===== src/rtl/aes_cmd_loader.sv =====
// Command decoder and byte loader sitting between a byte stream and an AES core.
// Key and block payloads pass through combinationally; GO launches the core and
// waits for its completion pulse.
module aes_cmd_loader #(
  parameter int unsigned KEY_BYTES   = 32,
  parameter int unsigned STATE_BYTES = 16
) (
  input  logic       clk,
  input  logic       rst_n,
  input  logic       in_valid,
  input  logic [7:0] in_byte,
  output logic       in_ready,
  output logic       ld_key_valid,
  output logic [7:0] ld_key_byte,
  input  logic       ld_key_ready,
  output logic       ld_state_valid,
  output logic [7:0] ld_state_byte,
  input  logic       ld_state_ready,
  output logic       start,
  input  logic       core_done,
  output logic       busy,
  output logic       err
);

  localparam int unsigned CNT_W = 6;

  localparam logic [7:0] CMD_NOP      = 8'h00;
  localparam logic [7:0] CMD_LOAD_KEY = 8'h01;
  localparam logic [7:0] CMD_LOAD_BLK = 8'h02;
  localparam logic [7:0] CMD_GO       = 8'h03;
  localparam logic [7:0] CMD_CLR_ERR  = 8'h04;

  localparam logic [CNT_W-1:0] KEY_LAST = CNT_W'(KEY_BYTES - 1);
  localparam logic [CNT_W-1:0] BLK_LAST = CNT_W'(STATE_BYTES - 1);

  typedef enum logic [2:0] {
    S_CMD,
    S_KEY,
    S_BLK,
    S_START,
    S_WAIT
  } state_t;

  state_t           state_q, state_d;
  logic [CNT_W-1:0] cnt_q, cnt_d;
  logic             key_loaded_q, key_loaded_d;
  logic             blk_loaded_q, blk_loaded_d;
  logic             err_q, err_d;
  logic             run_q;
  logic             start_q, busy_q;

  // State and bookkeeping registers; run_q holds in_ready low until the first edge after reset
  always_ff @(posedge clk or negedge rst_n) begin
    if (!rst_n) begin
      state_q      <= S_CMD;
      cnt_q        <= '0;
      key_loaded_q <= 1'b0;
      blk_loaded_q <= 1'b0;
      err_q        <= 1'b0;
      run_q        <= 1'b0;
      start_q      <= 1'b0;
      busy_q       <= 1'b0;
    end else begin
      state_q      <= state_d;
      cnt_q        <= cnt_d;
      key_loaded_q <= key_loaded_d;
      blk_loaded_q <= blk_loaded_d;
      err_q        <= err_d;
      run_q        <= 1'b1;
      start_q      <= (state_d == S_START);
      busy_q       <= (state_d == S_START) || (state_d == S_WAIT);
    end
  end

  // Next-state, command decode and stream pass-through
  always_comb begin
    state_d        = state_q;
    cnt_d          = cnt_q;
    key_loaded_d   = key_loaded_q;
    blk_loaded_d   = blk_loaded_q;
    err_d          = err_q;
    in_ready       = 1'b0;
    ld_key_valid   = 1'b0;
    ld_key_byte    = in_byte;
    ld_state_valid = 1'b0;
    ld_state_byte  = in_byte;

    unique case (state_q)
      S_CMD: begin
        in_ready = run_q;
        if (in_valid && run_q) begin
          unique case (in_byte)
            CMD_NOP: ;
            CMD_CLR_ERR: err_d = 1'b0;
            CMD_LOAD_KEY: begin
              if (!key_loaded_q) begin
                state_d = S_KEY;
                cnt_d   = '0;
              end else begin
                err_d = 1'b1;
              end
            end
            CMD_LOAD_BLK: begin
              if (!blk_loaded_q) begin
                state_d = S_BLK;
                cnt_d   = '0;
              end else begin
                err_d = 1'b1;
              end
            end
            CMD_GO: begin
              if (key_loaded_q && blk_loaded_q) state_d = S_START;
              else err_d = 1'b1;
            end
            default: err_d = 1'b1;
          endcase
        end
      end
      S_KEY: begin
        ld_key_valid = in_valid;
        in_ready     = ld_key_ready;
        if (in_valid && ld_key_ready) begin
          cnt_d = cnt_q + CNT_W'(1);
          if (cnt_q == KEY_LAST) begin
            key_loaded_d = 1'b1;
            state_d      = S_CMD;
          end
        end
      end
      S_BLK: begin
        ld_state_valid = in_valid;
        in_ready       = ld_state_ready;
        if (in_valid && ld_state_ready) begin
          cnt_d = cnt_q + CNT_W'(1);
          if (cnt_q == BLK_LAST) begin
            blk_loaded_d = 1'b1;
            state_d      = S_CMD;
          end
        end
      end
      S_START: state_d = S_WAIT;
      S_WAIT: begin
        if (core_done) begin
          blk_loaded_d = 1'b0;
          state_d      = S_CMD;
        end
      end
      default: state_d = S_CMD;
    endcase
  end

  assign start = start_q;
  assign busy  = busy_q;
  assign err   = err_q;

endmodule


===== config.mk =====
export PLATFORM = sky130hd
export DESIGN_NAME = aes_cmd_loader
export DESIGN_NICKNAME = d
export VERILOG_FILES = /design/src/rtl/aes_cmd_loader.sv
export SDC_FILE = /design/constraint.sdc
export NUM_CORES = 1
export LEC_CHECK = 0
export BUFFER_PORTS_ARGS = -buffer_cell sky130_fd_sc_hd__buf_4
export CORE_MARGIN = 5
export CORE_UTILIZATION = 40
export CTS_CLUSTER_SIZE = 14
export DETAILED_ROUTE_END_ITERATION = 16
export GPL_TIMING_DRIVEN = 0
export PLACE_DENSITY_LB_ADDON = 0.05
export SETUP_SLACK_MARGIN = 0.1
export SLEW_MARGIN = 20
export SYNTH_ARGS = -nofsm -noshare
export SYNTH_HDL_FRONTEND = slang
export SYNTH_SLANG_ARGS = --single-unit

===== constraint.sdc =====
create_clock -name clk -period 2.7 [get_ports clk]
set_input_delay 0.405 -clock clk [delete_from_list [all_inputs] [get_ports clk]]
set_output_delay 0.405 -clock clk [all_outputs]
set_load 0.05 [all_outputs]

Yosys cells after proc, flatten, opt, wreduce, memory -nomap -nowiden
Index checks and enable logic that the tools add are counted.
{ "totals": {"mem_count": 0, "input_bits": 14, "ramBits": 0, "latch_bits": 0, "output_inout_bits": 22, "rom_bits": 0, "regBits": 15} }
{ "op_classes": {"n_addsub": 1, "multipliers": 0, "bitwise_logic": 1, "shifts": 0, "n_mux": 29, "n_reduce_logical": 13, "n_lt_le_gt_ge": 0, "eq_ne": 23, "div_mod_pow": 0} }
{ "ops": {"columns": ["cell", "count"], "rows": [
  ["2-to-1 mux 6 bit", 5],
  ["2-to-1 mux 3 bit", 9],
  ["case mux 6 bit (3 select lines)", 1],
  ["== test 8 x 2 -> 1 bit (second input constant)", 2],
  ["!= test 2 bit (second input constant)", 8],
  ["case mux 3 bit (5 select lines)", 1],
  ["case mux 6 bit (2 select lines)", 1],
  ["== test 3 x 2 -> 1 bit (second input constant)", 3],
  ["case mux 3 bit (3 select lines)", 1],
  ["== test 8 x 1 -> 1 bit (second input constant)", 1],
  ["== test 8 x 3 -> 1 bit (second input constant)", 1],
  ["logical NOT 8 bit", 1],
  ["2-to-1 mux 1 bit", 8],
  ["AND reduction 7 bit", 1],
  ["adder 6 x 1 -> 6 bit (second input constant)", 1],
  ["== test 3 bit (second input constant)", 2],
  ["== test 6 x 4 -> 1 bit (second input constant)", 1],
  ["== test 6 x 5 -> 1 bit (second input constant)", 1],
  ["!= test 3 bit (second input constant)", 2],
  ["AND reduction 6 bit", 1],
  ["case mux 1 bit (5 select lines)", 1],
  ["logical AND 1 bit", 4],
  ["AND reduction 4 bit", 1],
  ["== test 3 x 1 -> 1 bit (second input constant)", 1],
  ["other kinds (9)", 9]
]} }

Logic depth before layout (Yosys ltp)
Gate-level depths: netlist (run 1).
{ "logic_depth": {"depth_word": 7, "ltp_mapped": 5, "ltp_nobuf": 5} }

Least setup slack after synthesis (run 1)
Ideal clock, no wire load.
{ "synth_timing": {"path_type": "reg-to-output", "startpoint": "register state_q[1]", "endpoint": "output port in_ready", "required_time_ns": 2.295, "slack_ns": 0.810, "arrival_ns": 1.485, "stages_incl_launch_ff": 5, "path_cell_list": "dfrtp_1 -> buf_2 -> nand3b_1 -> o21a_1 -> nor2_1"} }
{ "synth_via": {"elab_chain_cells": 2, "elab_cells_between_ends": 4, "cone_classes": "eq/ne (2); mux (1); reduce/logical (1)"} }
{ "synth_rtl": {"columns": ["element", "line_no", "rtl"], "rows": [
  ["start, declared", "44", "state_t state_q, state_d;"],
  ["start signal, assigned", "64", "state_q <= state_d;"],
  ["== test 3 x 2 -> 1 bit (tied with other cells)", "88", "unique case (state_q)"],
  ["case mux 1 bit (3 select lines) (*)", "88", null],
  ["end, declared", "12", "output logic in_ready,"]
]} }
Mark *: on every way between the ends. The rest lies on a longest branch, timed or not.

Worst setup path in the final report (run 1)
Ends and elaborated chain as after synthesis.

==> results.sh, run 1 <==
export IMPL_status="finished, final reports clean"
export IMPL_diodes=0
export IMPL_wl_per_cell_um=14.2
export IMPL_crit_family="flip-flops"
export IMPL_synth_top_area_share_pct=32.9
export IMPL_dpl_hpwl_um=2210
export IMPL_worst_ep_required_time_ns=2.30
export IMPL_rows=19
export IMPL_netlist_top_cells_area="dfrtp_1 33%, buf_4 11%, nand2_1 4.3%"
export IMPL_worst_path_buf_inv=2
export IMPL_ys_seq_area_share_pct=32.9
export IMPL_grt_pass1_wl_um=4780
export IMPL_synth_edf_count=0
export IMPL_fillers=274
export IMPL_num_vias=1053
export IMPL_die_w_um=63.4
export IMPL_cp_start_kind="flip-flop"
export IMPL_die_area_um2=4020
export IMPL_io_buffers=34
export IMPL_cts_tree="done"
export IMPL_hold_path_class="input port to flip-flop"
export IMPL_synth_top_flop_cell="dfrtp_1"
export IMPL_critPathKind="flip-flop to output pin"
export IMPL_grtUsageTotal_pct=14.4
export IMPL_globalplace_congestion=0.792
export IMPL_hold_path_depth=4
export IMPL_antenna_found_initial=0
export IMPL_cts_sinks=15
export IMPL_ys_types=42
export IMPL_post_route_drc_count=0
export IMPL_crit_slowest_cell="dfrtp_1"
export IMPL_via_per_inst=5.29
export IMPL_nets=184
export IMPL_path_max_fanout=10
export IMPL_peakVddDrop_mv=0.394
export IMPL_rsz0062_at_grt="no"
export IMPL_ys_ff_latch=15
export IMPL_initial_core_util_pct=41.7
export IMPL_finClkSkew_ns=0.00875
export IMPL_multiInputGateArea_um2=604
export IMPL_placed_cells=194
export IMPL_grt_pass1_vias=1001
export IMPL_finalHoldViolations=0
export IMPL_drtPass1Iterations=4
export IMPL_drv_cap=0
export IMPL_io_pins=36
export IMPL_drive_gt1_share_pct=36.9
export IMPL_final_cells=199
export IMPL_crit_chain="buf_2 > nand3b_1 > o21a_1 > nor2_1 > buf_4"
export IMPL_worst_slack_ns=0.763
export IMPL_yosysWarnings=0
export IMPL_syn2layout_area_growth_pct=29.1
export IMPL_cts_reportedPaths_clkPinSlew_ns=0.10
export IMPL_clk_latency_ns=0.29
export IMPL_final_setup_tns_ns=0
export IMPL_finalCritPeriodShare_pct=71.7
export IMPL_slew_violations=0
export IMPL_final_common_cell="buf_4"
export IMPL_grt_max_degree=16
export IMPL_synth_top_area_cell="dfrtp_1"
export IMPL_power_density_nw_per_um2=462
export IMPL_clockBufferDepth=2
export IMPL_drt_initial_drc_count=78
export IMPL_crit_arrival_ns=1.53
export IMPL_fmax_ghz=0.516
export IMPL_cts_root_buf="clkbuf_4"
export IMPL_cts_resized_gates=0
export IMPL_numCtsBuffers=3
export IMPL_setup_viol=0
export IMPL_cts_max_level=1
export IMPL_synthCells=129
export IMPL_syn_avg_cell_area_um2=8.85
export IMPL_routed_wl_um=2840
export IMPL_final_cell_area_um2=1470
export IMPL_critical_path_max_stage_delay_ns=0.43
export IMPL_ff2ff_path_depth=5
export IMPL_p_leak_uw=0.000719
export IMPL_grt_overflow_total=0
export IMPL_fin_crit_ns=1.94
export IMPL_crit_cells=5
export IMPL_worstSetupEndpointType="output pin"
export IMPL_final_cell_mix="51 x buf_4, 15 x dfrtp_1, 13 x nand2_1, 7 x nor2_1"
export IMPL_regArea_um2=375
export IMPL_core_um2=2730
export IMPL_ys_async_sr_fraction_pct=100
export IMPL_ant_nets=0
export IMPL_die_h_um=63.4
export IMPL_syn_area_um2=1140
export IMPL_dp_slack_ns=0.905
export IMPL_place_area_um2=1440
export IMPL_syn_num_nets=144
-- timing repair --
item | CTS | global route
buffers inserted | 0 | 0
endpoints found under the hold margin | 15 | 0
hold buffers | 1 | 0
-- Yosys cell counts (2+ instances only) --
library cell  instances
buf_2                 3
a32o_1                2
a21o_1                2
nand2_1              13
o2111ai_1             2
a41oi_1               2
mux2i_1               2
o21ai_0               3
nor2_1                7
inv_1                 5
nor3_1                2
o211ai_1              2
nor2b_1               5
nand2b_1              2
nor3b_1               2
a31oi_1               4
o21a_1                3
nor3b_2               2
nand3b_1              2
buf_4                17
a21oi_1               5
nand3_1               4
and2_1                2
and3_1                4
dfrtp_1              15
-- power breakdown --
group	switching, µW	internal [µW]	leakage [µW]
registers	38.5	254	0.000189
logic	150	105	0.000513
clock network	78.5	55.1	0.0000177
-- final timing paths --
path / from / endpoint / slack, ns
max: state_q[1] / in_ready / 0.76
min: core_done / blk_loaded_q / 0.40
max reg2reg: state_q[1] / cnt_q[5] / 1.05
min reg2reg: err / err / 0.54
max in group asynchronous: rst_n / err / 2.03
min in group asynchronous: rst_n / busy / 0.49
-- layer usage --
layer / track usage [%] / vias to the layer above / wire [µm]
met4: 2.34 / 0 / 17
met2: 23.0 / 29 / 1340
li1: - / 534 / -
met1: 19.3 / 488 / 1330
met5: 0 / - / 0
met3: 4.62 / 2 / 148
-- kinds of logic after synthesis --
| kind of cell | Yosys count | synth area share, % |
|---|---|---|
| AND/OR/NAND/NOR | 49 | 25.2 |
| AO/OA/AOI/OAI | 35 | 23.8 |
| buffers and inverters | 25 | 14.1 |
| flip-flops | 15 | 32.9 |
| multiplexers | 2 | 1.75 |
| adder cells (fa/ha/maj) | 1 | 1.10 |
| other | 1 | 0.329 |
| XOR/XNOR | 1 | 0.768 |
-- state kept, by name (all words and copies together), names as in the netlist --
| register | cells |
|---|---|
| start | 1 |
| state_q | 3 |
| run_q | 1 |
| err | 1 |
| blk_loaded_q | 1 |
| busy | 1 |
| cnt_q | 6 |
| key_loaded_q | 1 |
-- area by class of cell --
class | count | area share, %
repair buffers | 35 | 18.0
clock buffers | 3 | 1.53
multi-input cells | 89 | 41.0
well taps | 31 | 2.63
plain buffers | 20 | 9.69
inverters | 5 | 1.27
flip-flops and latches | 15 | 25.5
clock inverters | 1 | 0.340
-- metrics by stage --
| step | total power (µW) | utilization [%] | hold WS [ns] |
|---|---|---|---|
| 2_1_floorplan | 468 | - | 0.109 |
| 4_1_cts | 681 | 53.9 | 0.408 |
| 5_1_grt | 722 | 53.9 | 0.430 |
| 3_5_place_dp | 550 | 52.5 | 0.270 |
| 3_3_place_gp | 543 | 52.5 | 0.271 |
| 6_report | 681 | 53.9 | 0.403 |
-- worst register-to-register path: stages (launching register included) --
cell and delay (ns):
dfrtp_1 0.43, buf_2 0.21, xnor2_1 0.24, nor2_1 0.13
a221o_1 0.33, a32o_1 0.20
No activity file was read; power rests on OpenSTA's default activity.
==> run 2: changes to the inputs <==
==> constraint.sdc (replaced) <==
create_clock -name clk -period 1.8 [get_ports clk]
set_input_delay 0.27 -clock clk [delete_from_list [all_inputs] [get_ports clk]]
set_output_delay 0.27 -clock clk [all_outputs]
set_load 0.05 [all_outputs]
==> run 2 against run 1 <==
Against the previous run: clock skew down 0.0068 ns; critical path type is now flip-flop to flip-flop; clock-buffer cell count up 1; clock power up 42%; largest power group unchanged.
==> results.sh, run 2 (synthesis gave the netlist of run 1 again) <==
export IMPL_regArea_um2=375
export IMPL_dpl_hpwl_um=2180
export IMPL_grt_pass1_vias=1046
export IMPL_hold_worst_slack_ns=0.278
export IMPL_rsz0062_at_grt="yes"
export IMPL_via_per_inst=5.52
export IMPL_finClkSkew_ns=0.00192
export IMPL_cts_tree="done"
export IMPL_cts_root_buf="clkbuf_4"
export IMPL_die_area_um2=4020
export IMPL_io_buffers=34
export IMPL_grt_max_degree=16
export IMPL_cts_sinks=15
export IMPL_clk_latency_ns=0.28
export IMPL_die_w_um=63.4
export IMPL_rows=19
export IMPL_antenna_found_initial=0
export IMPL_final_setup_tns_ns=0
export IMPL_max_slew_margin_pct=59.5
export IMPL_grt_overflow_total=0
export IMPL_fmax_ghz=0.589
export IMPL_worstMarginPinSlew_ns=0.607
export IMPL_finalCritPeriodShare_pct=94.3
export IMPL_fin_crit_ns=1.70
export IMPL_io_pins=36
export IMPL_ant_nets=0
export IMPL_diodes=0
export IMPL_crit_chain="buf_4 > nor3b_1 > o31ai_2 > nor2b_1 > a22oi_1"
export IMPL_peakVddDrop_mv=0.452
export IMPL_syn2layout_area_growth_pct=34.4
export IMPL_finalHoldViolations=0
export IMPL_die_h_um=63.4
export IMPL_cts_max_level=1
export IMPL_slew_violations=0
export IMPL_multiInputGateArea_um2=633
export IMPL_largest_reg_flops=6
export IMPL_setup_viol=0
export IMPL_cp_start_kind="flip-flop"
export IMPL_critPathKind="flip-flop to flip-flop"
export IMPL_grt_pass1_wl_um=4700
export IMPL_status="finished, final reports clean"
export IMPL_post_route_drc_count=0
export IMPL_worst_ep_required_time_ns=2.00
export IMPL_hold_path_class="input port to flip-flop"
export IMPL_crit_slowest_cell="nor3b_1"
export IMPL_p_leak_uw=0.000742
export IMPL_wl_per_cell_um=14.2
export IMPL_power_density_nw_per_um2=670
export IMPL_path_max_fanout=4
export IMPL_drive_gt1_share_pct=40.6
export IMPL_globalplace_congestion=0.822
export IMPL_clockBufferDepth=2
export IMPL_fillers=261
export IMPL_worstSetupEndpointType="flip-flop"
export IMPL_drtPass1Iterations=4
export IMPL_nets=186
export IMPL_cts_reportedPaths_clkPinSlew_ns=0.08
export IMPL_initial_core_util_pct=41.7
export IMPL_final_cell_mix="53 x buf_4, 15 x dfrtp_1, 13 x nand2_1"
export IMPL_reg_largest_list="cnt_q (6), state_q (3)"
export IMPL_regMostFlops="cnt_q"
export IMPL_crit_arrival_ns=1.89
export IMPL_drv_cap=0
export IMPL_core_um2=2730
export IMPL_routed_wl_um=2860
export IMPL_num_vias=1110
export IMPL_drt_initial_drc_count=70
export IMPL_critical_path_max_stage_delay_ns=0.51
export IMPL_final_common_cell="buf_4"
export IMPL_grtUsageTotal_pct=14.4
export IMPL_final_util_pct=56.1
export IMPL_numCtsBuffers=3
==> run 2: repair_timing <==
item                                    4_1_cts  5_1_grt
gates cloned                                  0        0
gates resized for setup                       4        9
setup buffers                                 1        1
endpoints found under the hold margin        15        0
hold buffers                                  1        0
endpoints found under the setup margin        2        7
==> run 2: critical path: cells and delay by family (launching register included) <==
kind            cells  cell delay (ns)
compound gates      2             0.37
buf+inv             1             0.16
flops               1             0.41
simple gates        2             0.69
==> run 2: cell type report <==
cell class / instances / area share (%)
multi-input combinational: 89 / 41.3
sequential: 15 / 24.5
timing repair buffer: 37 / 18.8
buffer: 20 / 10.0
tap: 31 / 2.53
clock buffer: 4 / 1.71
inverter: 5 / 1.22
==> run 2: power by group <==
| group | internal (µW) | leakage, µW | switching, µW |
|---|---|---|---|
| clock | 86.0 | 0.0000150 | 104 |
| sequential | 381 | 0.000189 | 52.2 |
| combinational | 175 | 0.000539 | 231 |
| total | 641 | 0.000742 | 387 |
==> run 2: per-layer routing <==
layer	GRT usage [%]	part of all wire (%)	vias to the layer above	wire length, µm
li1	-	-	537	-
met1	18.0	42	534	1210
met2	23.7	50	37	1440
met3	4.62	6.4	2	183
met4	3.64	0.70	0	20
met5	0	0	-	0
==> run 2: path summary, 6_finish.rpt <==
path	slack [ns]	endpoint	cells past startpoint	startpoint
max	0.10	busy	5	state_q[1]
min	0.28	blk_loaded_q	4	core_done
max reg2reg	0.10	busy	5	state_q[1]
min reg2reg	0.53	err	1	err
max in group asynchronous	1.26	state_q[1]	2	rst_n
min in group asynchronous	0.37	cnt_q[2]	2	rst_n
==> run 2: per-stage QoR <==
step,cells,cell area [µm²],power (µW),worst slack (ns)
after floorplan,129,1140,703,0.267
after detailed placement,194,1440,821,0.151
after global routing,201,1530,1110,0.0176
after global placement,194,1440,817,0.157
final,201,1530,1030,0.102
after CTS,200,1490,1030,0.110
